==> src/rtl/fix_div.sv <==
// Sequential unsigned fixed-point divider: quotient = floor((dividend << Bf) / divisor),
// one restoring-division quotient bit per cycle, valid/ready handshakes on both sides.
module fix_div #(
  parameter int Bf              = 8,
  parameter int FIX_POINT_WIDTH = 16
) (
  input  logic                       clk,
  input  logic                       rst_n,
  input  logic                       in_valid,
  output logic                       in_ready,
  input  logic [FIX_POINT_WIDTH-1:0] dividend,
  input  logic [FIX_POINT_WIDTH-1:0] divisor,
  output logic                       out_valid,
  input  logic                       out_ready,
  output logic [FIX_POINT_WIDTH-1:0] quotient,
  output logic                       sat,
  output logic                       dz
);

  localparam int W  = FIX_POINT_WIDTH;
  localparam int QW = FIX_POINT_WIDTH + Bf;
  localparam int CW = $clog2(QW);

  typedef enum logic [1:0] {
    IDLE,
    CALC,
    DONE
  } state_t;

  state_t          state;
  state_t          state_next;
  logic [QW-1:0]   num;
  logic [W-1:0]    den;
  logic [W:0]      rem;
  logic [QW-1:0]   qreg;
  logic [CW-1:0]   cnt;

  logic [W:0]      trial;
  logic            trial_ge;
  logic [W:0]      rem_next;
  logic [QW-1:0]   qreg_next;
  logic            last_bit;
  logic            overflow;

  // One restoring step: shift the next numerator bit into the remainder and
  // subtract the divisor if it fits. R < D keeps the trial inside W+1 bits.
  always_comb begin
    trial     = {rem[W-1:0], num[cnt]};
    trial_ge  = (trial >= {1'b0, den});
    rem_next  = trial_ge ? (trial - {1'b0, den}) : trial;
    qreg_next = {qreg[QW-2:0], trial_ge};
    last_bit  = (cnt == '0);
    overflow  = |qreg_next[QW-1:W];
  end

  always_ff @(posedge clk or negedge rst_n) begin
    if (!rst_n) begin
      state <= IDLE;
    end else begin
      state <= state_next;
    end
  end

  always_comb begin
    state_next = state;
    in_ready   = 1'b0;
    out_valid  = 1'b0;
    case (state)
      IDLE: begin
        in_ready = 1'b1;
        if (in_valid) begin
          state_next = (divisor == '0) ? DONE : CALC;
        end
      end
      CALC: begin
        if (last_bit) begin
          state_next = DONE;
        end
      end
      DONE: begin
        out_valid = 1'b1;
        if (out_ready) begin
          state_next = IDLE;
        end
      end
      default: begin
        state_next = IDLE;
      end
    endcase
  end

  // Result registers only change on entry to DONE, so they hold through
  // backpressure and keep their value after the result is consumed.
  always_ff @(posedge clk or negedge rst_n) begin
    if (!rst_n) begin
      num      <= '0;
      den      <= '0;
      rem      <= '0;
      qreg     <= '0;
      cnt      <= '0;
      quotient <= '0;
      sat      <= 1'b0;
      dz       <= 1'b0;
    end else begin
      case (state)
        IDLE: begin
          if (in_valid) begin
            num  <= {dividend, {Bf{1'b0}}};
            den  <= divisor;
            rem  <= '0;
            qreg <= '0;
            cnt  <= CW'(QW - 1);
            if (divisor == '0) begin
              quotient <= '1;
              sat      <= 1'b1;
              dz       <= 1'b1;
            end
          end
        end
        CALC: begin
          rem  <= rem_next;
          qreg <= qreg_next;
          if (last_bit) begin
            quotient <= overflow ? '1 : qreg_next[W-1:0];
            sat      <= overflow;
            dz       <= 1'b0;
          end else begin
            cnt <= cnt - CW'(1);
          end
        end
        default: begin
        end
      endcase
    end
  end

endmodule

==> config.mk <==
export PLATFORM = sky130hd
export DESIGN_NAME = fix_div
export DESIGN_NICKNAME = d
export VERILOG_FILES = /design/src/rtl/fix_div.sv
export SDC_FILE = /design/constraint.sdc
export NUM_CORES = 1
export LEC_CHECK = 0
export ABC_AREA = 1
export ABC_CLOCK_PERIOD_IN_PS = 4180
export CAP_MARGIN = 20
export CORE_ASPECT_RATIO = 1.75
export CORE_MARGIN = 1
export CORE_UTILIZATION = 62
export CTS_BUF_LIST = sky130_fd_sc_hd__clkbuf_8
export DETAILED_ROUTE_END_ITERATION = 10
export PLACE_DENSITY = 0.93
export SLEW_MARGIN = 0
export SYNTH_ARGS = -nofsm -noshare
export SYNTH_HDL_FRONTEND = slang
export SYNTH_SLANG_ARGS = --single-unit
==> constraint.sdc <==
create_clock -name clk -period 4.18 [get_ports clk]
set_clock_uncertainty 0.1 [all_clocks]
set_input_delay 0.418 -clock clk [delete_from_list [all_inputs] [get_ports clk]]
set_output_delay 0.418 -clock clk [all_outputs]
set_load 0.03 [all_outputs]
* Yosys cells after proc, flatten, opt, wreduce, memory -nomap -nowiden
Index checks and enable logic that the tools add are counted.
** Word-level totals
- Input bits :: 36
- Register bits :: 96
** Operators by class
- Reduce and logical (&&, ||, !) cells :: 10
- Muxes and demuxes :: 28
- Eq/ne operators :: 7
- Magnitude comparators :: 2
- $add $sub $neg :: 2
** Operators by type and width (count)
- 2-to-1 mux 16 bit :: 6
- case mux 16 bit (2 select lines) :: 2
- case mux 23 bit (2 select lines) :: 1
- 2-to-1 mux 23 bit :: 1
- greater-or-equal comparator 17 x 16 -> 1 bit :: 1
- zero test 16 bit :: 1
- subtractor 16 bit :: 1
- 2-to-1 mux 5 bit :: 2
- != test 2 bit (second input constant) :: 5
- case mux 5 bit (2 select lines) :: 1
- 2-to-1 mux 2 bit :: 4
- OR reduction 8 bit :: 1
- 2-to-1 mux 1 bit :: 7
- < comparator 5 x 6 -> 1 bit (second input constant) :: 1
- case mux 2 bit (3 select lines) :: 1
- AND reduction 3 bit :: 2
- binary-select mux 1 bit (select 5 bit) :: 1
- zero test 5 bit :: 1
- subtractor 5 x 1 -> 5 bit (second input constant) :: 1
- case mux 1 bit (2 select lines) :: 2
- AND reduction 2 bit :: 2
- AND reduction 4 bit :: 1
- equality test 2 x 1 -> 1 bit (second input constant) :: 1
- equality test 2 bit (second input constant) :: 1
- 2 further kinds :: 2

* Logic depth before layout (Yosys ltp)
- Depth in word-level cells :: 6
- Mapped depth :: 22

* Worst setup path after synthesis
Ideal clock, no wire load.
- Kind :: register to register
- From :: reg cnt[0]
- To :: reg rem[8]
- Cell stages (with the launch flop) :: 20
- Setup slack :: 1683 ps
- Arrival time :: 2279 ps
- Path buffers :: 1
- Path through :: dfrtp_1 > clkbuf_1 > nand2_1 > nand3_1 > nand3_1 > nand2_1 > nand2_1 > nand2_1 > inv_1 > ha_1 > fa_1 > inv_1 > nand3_1 > inv_1 > nor2_1 > o21ai_0 > xnor2_1 > nand2_1 > nand3_1 > nand2_1
** On the way
- Word-level cells in the longest chain between the ends :: 5
** Ends and longest elaborated chain
- start: declaration :: line 36 : logic [CW-1:0] cnt;
- start signal: assignment :: line 112 : cnt <= CW'(QW - 1);
- start signal: assignment :: line 128 : cnt <= cnt - CW'(1);
- binary-select mux 1 bit (select 5 bit) * :: line 48 : trial = {rem[W-1:0], num[cnt]};
- 2-to-1 mux 1 bit (implied by the code) * :: line 48
- subtractor 16 bit or greater-or-equal comparator 17 x 16 -> 1 bit (tied branches) :: line 50, 49
- 2-to-1 mux 16 bit * :: line 50 : rem_next = trial_ge ? (trial - {1'b0, den}) : trial;
- case mux 16 bit (2 select lines) * :: line 105 : case (state)
- end signal: assignment :: line 121 : rem <= rem_next;
- end: declaration :: line 34 : logic [W:0] rem;
Mark *: on every way between the ends. The rest lies on a longest branch, timed or not. The select of a mux whose other input is x is not followed.
A chain may end at the register's enable or synchronous reset.

* Worst setup path in the final report
Same ends and word-level chain as after synthesis.

==> run_results.csv <==
group,metric,value,unit
grt,gr-total-overflow,0,
clocking,postCtsSetupBuffers,0,
die,die_w,71.26,µm
timing,drv_slew,0,
placement,dp_hpwl,8788,µm
yosys,synth-async-reset-ratio,1.000,
power,p_leak,3.016,nW
die,placementRows,43,
finish,final_cells,807,
clocking,cts_root_buf,"clkbuf_8",
routing,ant_nets,0,
worst_setup_path,rrSetupSlack,980,ps
die,dieArea,0.008780,mm²
worst_setup_path,reg2reg_depth,20,
status,outcome,"complete, no violations",
die,ioPinCount,56,
clocking,cts_tree,"yes",
grt,grt_start_max_net_pins,65,
routing,drc_errors,0,
yosys,synth_area_leaders,"dfrtp_1, nand2_1, inv_1",
yosys,ys_types,39,
routing,drt_pre_antenna_iters,5,
finish,finish.utilization,0.7487,
timing,tns,0,ps
yosys,synth-seq-area-share,0.4615,
placement,finalWeightedCongestion,0.9087,
clocking,cts.sinks,96,
grt,antenna_found_initial,0,
timing,fin_crit,3204,ps
routing,wl_per_cell,15.25,µm
timing,fin_ws,975.6,ps
worst_setup_path,cp_max_fo,11,
timing,hold_viol,0,
yosys,yosysMostFrequentCell,"nand2_1",
die,initial_core_util,0.6493,
grt,grt_pass1_vias,4660,
worst_setup_path,criticalPathCategory,"register to register",
job,maxCapViolCount,0,
grt,grt_use_total,0.3002,
power,power_density,956.9,mW/mm²
placement,dpl_worst_slack,1088,ps
grt,grt_first_pass_wirelength,20240,µm
die,core-area,0.008016,mm²
clocking,clk_pin_slew_worst_paths,90,ps
clocking,clockBufferDepth,2,
timing,setup_viol,0,
yosys,syn_inst,662,
timing,rsz0062_at_grt,"false",
clocking,post_cts_resized,0,
yosys,synth_top_area_share,0.4615,
worst_hold_path,min_path_type,"primary input to async pin",
worst_setup_path,crit_arrival,3370,ps
routing,drt_iter0_markers,327,
placement,io_buffers,55,
worst_setup_path,timing.rr.end,"rem[8]$_DFFE_PN0P_",
finish,nets,767,
yosys,synth_common_cells,"nand2_1, inv_1, dfrtp_1, nor2_1, nand3_1",
yosys,synth.net_count,717,
yosys,syn-cell-area,0.005205,mm²
yosys,synth-main-ff-cell,"dfrtp_1",
die,die_y,123.2,µm
worst_setup_path,reg2reg_from,"cnt[0]$_DFFE_PN0P_",
worst_setup_path,crit_path_end,"rem[8]$_DFFE_PN0P_",
routing,detail_route.wirelength,12300,µm
routing,vias,4617,
finish,area_growth,15.31,%
timing,timing.final.crit_share,0.7666,
placement,dpl_cell_area,0.005781,mm²
routing,via_per_inst,5.721,
finish,layout-drive-gt1-share,0.07113,
worst_setup_path,cp-startpoint,"cnt[0]$_DFFE_PN0P_",
yosys,syn_avg_cell_area,7.863,µm²
clocking,h-tree-depth,3,
timing,tightestPinTransition,767.0,ps
finish,antenna_cells,0,
yosys,ys_ff_latch,96,
clocking,hold_buffers,0,
worst_setup_path,critPathLaunchType,"register",
worst_setup_path,cp.required,4350,ps
timing,fmax,312.1,MHz
clocking,clock_latency,380,ps
clocking,cts_buffers,9,
yosys,ys_warn_count,0,
yosys,synth_edf_count,0,
yosys,synth_area_leader_cell,"dfrtp_1",
placement,dp_cells,790,
finish,finish.instance_area,0.006002,mm²
power,ir_drop,679.7,µV
timing,maxSlewHeadroom,0.4887,
worst_setup_path,critPathCaptureType,"register",
[worst max-delay path, cell delays in order, from the launching register on]
cell and delay, ps:
dfrtp_1 550, clkinv_1 350, nand2_1 150, nand3_1 90, nand2_1 80, inv_1 40, nand2_1 50, nand2_1 50
nand2_1 60, inv_1 60, ha_1 210, fa_1 410, inv_1 90, nand3_1 90, inv_1 70, nor2_1 40
o21ai_0 240, xnor2_1 160, nand2_1 60, nand3_1 80, nand2_1 60
[how the worst min path moves through the flow]
stage / endpoint / slack [ps]
global placement: num[22]$_DFFE_PN0P_ / 370
finish: num[16]$_DFFE_PN0P_ / 10
detailed placement: den[6]$_DFFE_PN0P_ / 380
floorplan: cnt[0]$_DFFE_PN0P_ / 20
global route: num[16]$_DFFE_PN0P_ / 80
CTS: num[16]$_DFFE_PN0P_ / 40
[routing by layer]
| layer | global-route usage | up-vias | part of all wire |
|---|---|---|---|
| li1 | - | 2189 | - |
| met2 | 0.5387 | 163 | 0.54 |
| met1 | 0.3258 | 2212 | 0.37 |
| met5 | 0 | - | 0 |
| met4 | 0.1800 | 0 | 0.046 |
| met3 | 0.05379 | 53 | 0.043 |
[power by group]
| group | leakage (nW) | total, mW | internal [mW] | switching [mW] |
|---|---|---|---|---|
| Clock | 0.0996 | 0.619 | 0.282 | 0.336 |
| Combinational | 1.75 | 3.53 | 1.24 | 2.28 |
| Sequential | 1.17 | 1.60 | 1.35 | 0.247 |
[logic make-up after synthesis]
kind of cell / after synthesis / synth area share
AO/OA/AOI/OAI: 89 / 0.1038
AND/OR/NAND/NOR: 324 / 0.2784
XOR/XNOR: 7 / 0.01178
buffers and inverters: 127 / 0.09736
adder cells (fa/ha/maj): 19 / 0.04712
flip-flops: 96 / 0.4615
[state kept, by name, summed over array words and instances, names as in the netlist]
register and flops:
qreg 23, den 16, num 16, quotient 16
rem 16, cnt 5, state 2, dz 1
sat 1
[placed cells by master, fill, tap and decap left out, types with 2 or more instances in the layout]
master / count
nor3_1: 3
xnor2_1: 6
clkbuf_8: 9
clkinvlp_4: 2
inv_1: 103
buf_4: 2
o21ai_0: 35
a21oi_1: 18
a21oi_2: 9
nor2_1: 40
nor4_1: 4
ha_1: 18
nand4_1: 5
nand2_2: 5
nand2_1: 197
clkinv_1: 2
clkdlybuf4s50_1: 54
nor2_2: 3
inv_6: 2
inv_2: 3
dfrtp_1: 96
nand3_1: 38
inv_4: 2
nand2_4: 4
o22ai_1: 21
nand3b_1: 19
[per-stage QoR]
step	power, mW	hold WS, ps
after floorplan	4.213	22.41
final	5.743	12.65
after global placement	4.869	367.2
after CTS	5.680	38.96
after detailed placement	5.026	376.7
after global routing	6.202	81.52
[cell type report]
type / instances / area, µm²
timing repair buffer: 57 / 575.6
fill: 516 / 2014
clock buffer: 9 / 123.9
multi-input combinational: 439 / 2296
inverter: 109 / 414.1
tap: 90 / 112.6
sequential: 96 / 2402
clock inverter: 7 / 77.57
(Power assumes the default switching activity.)
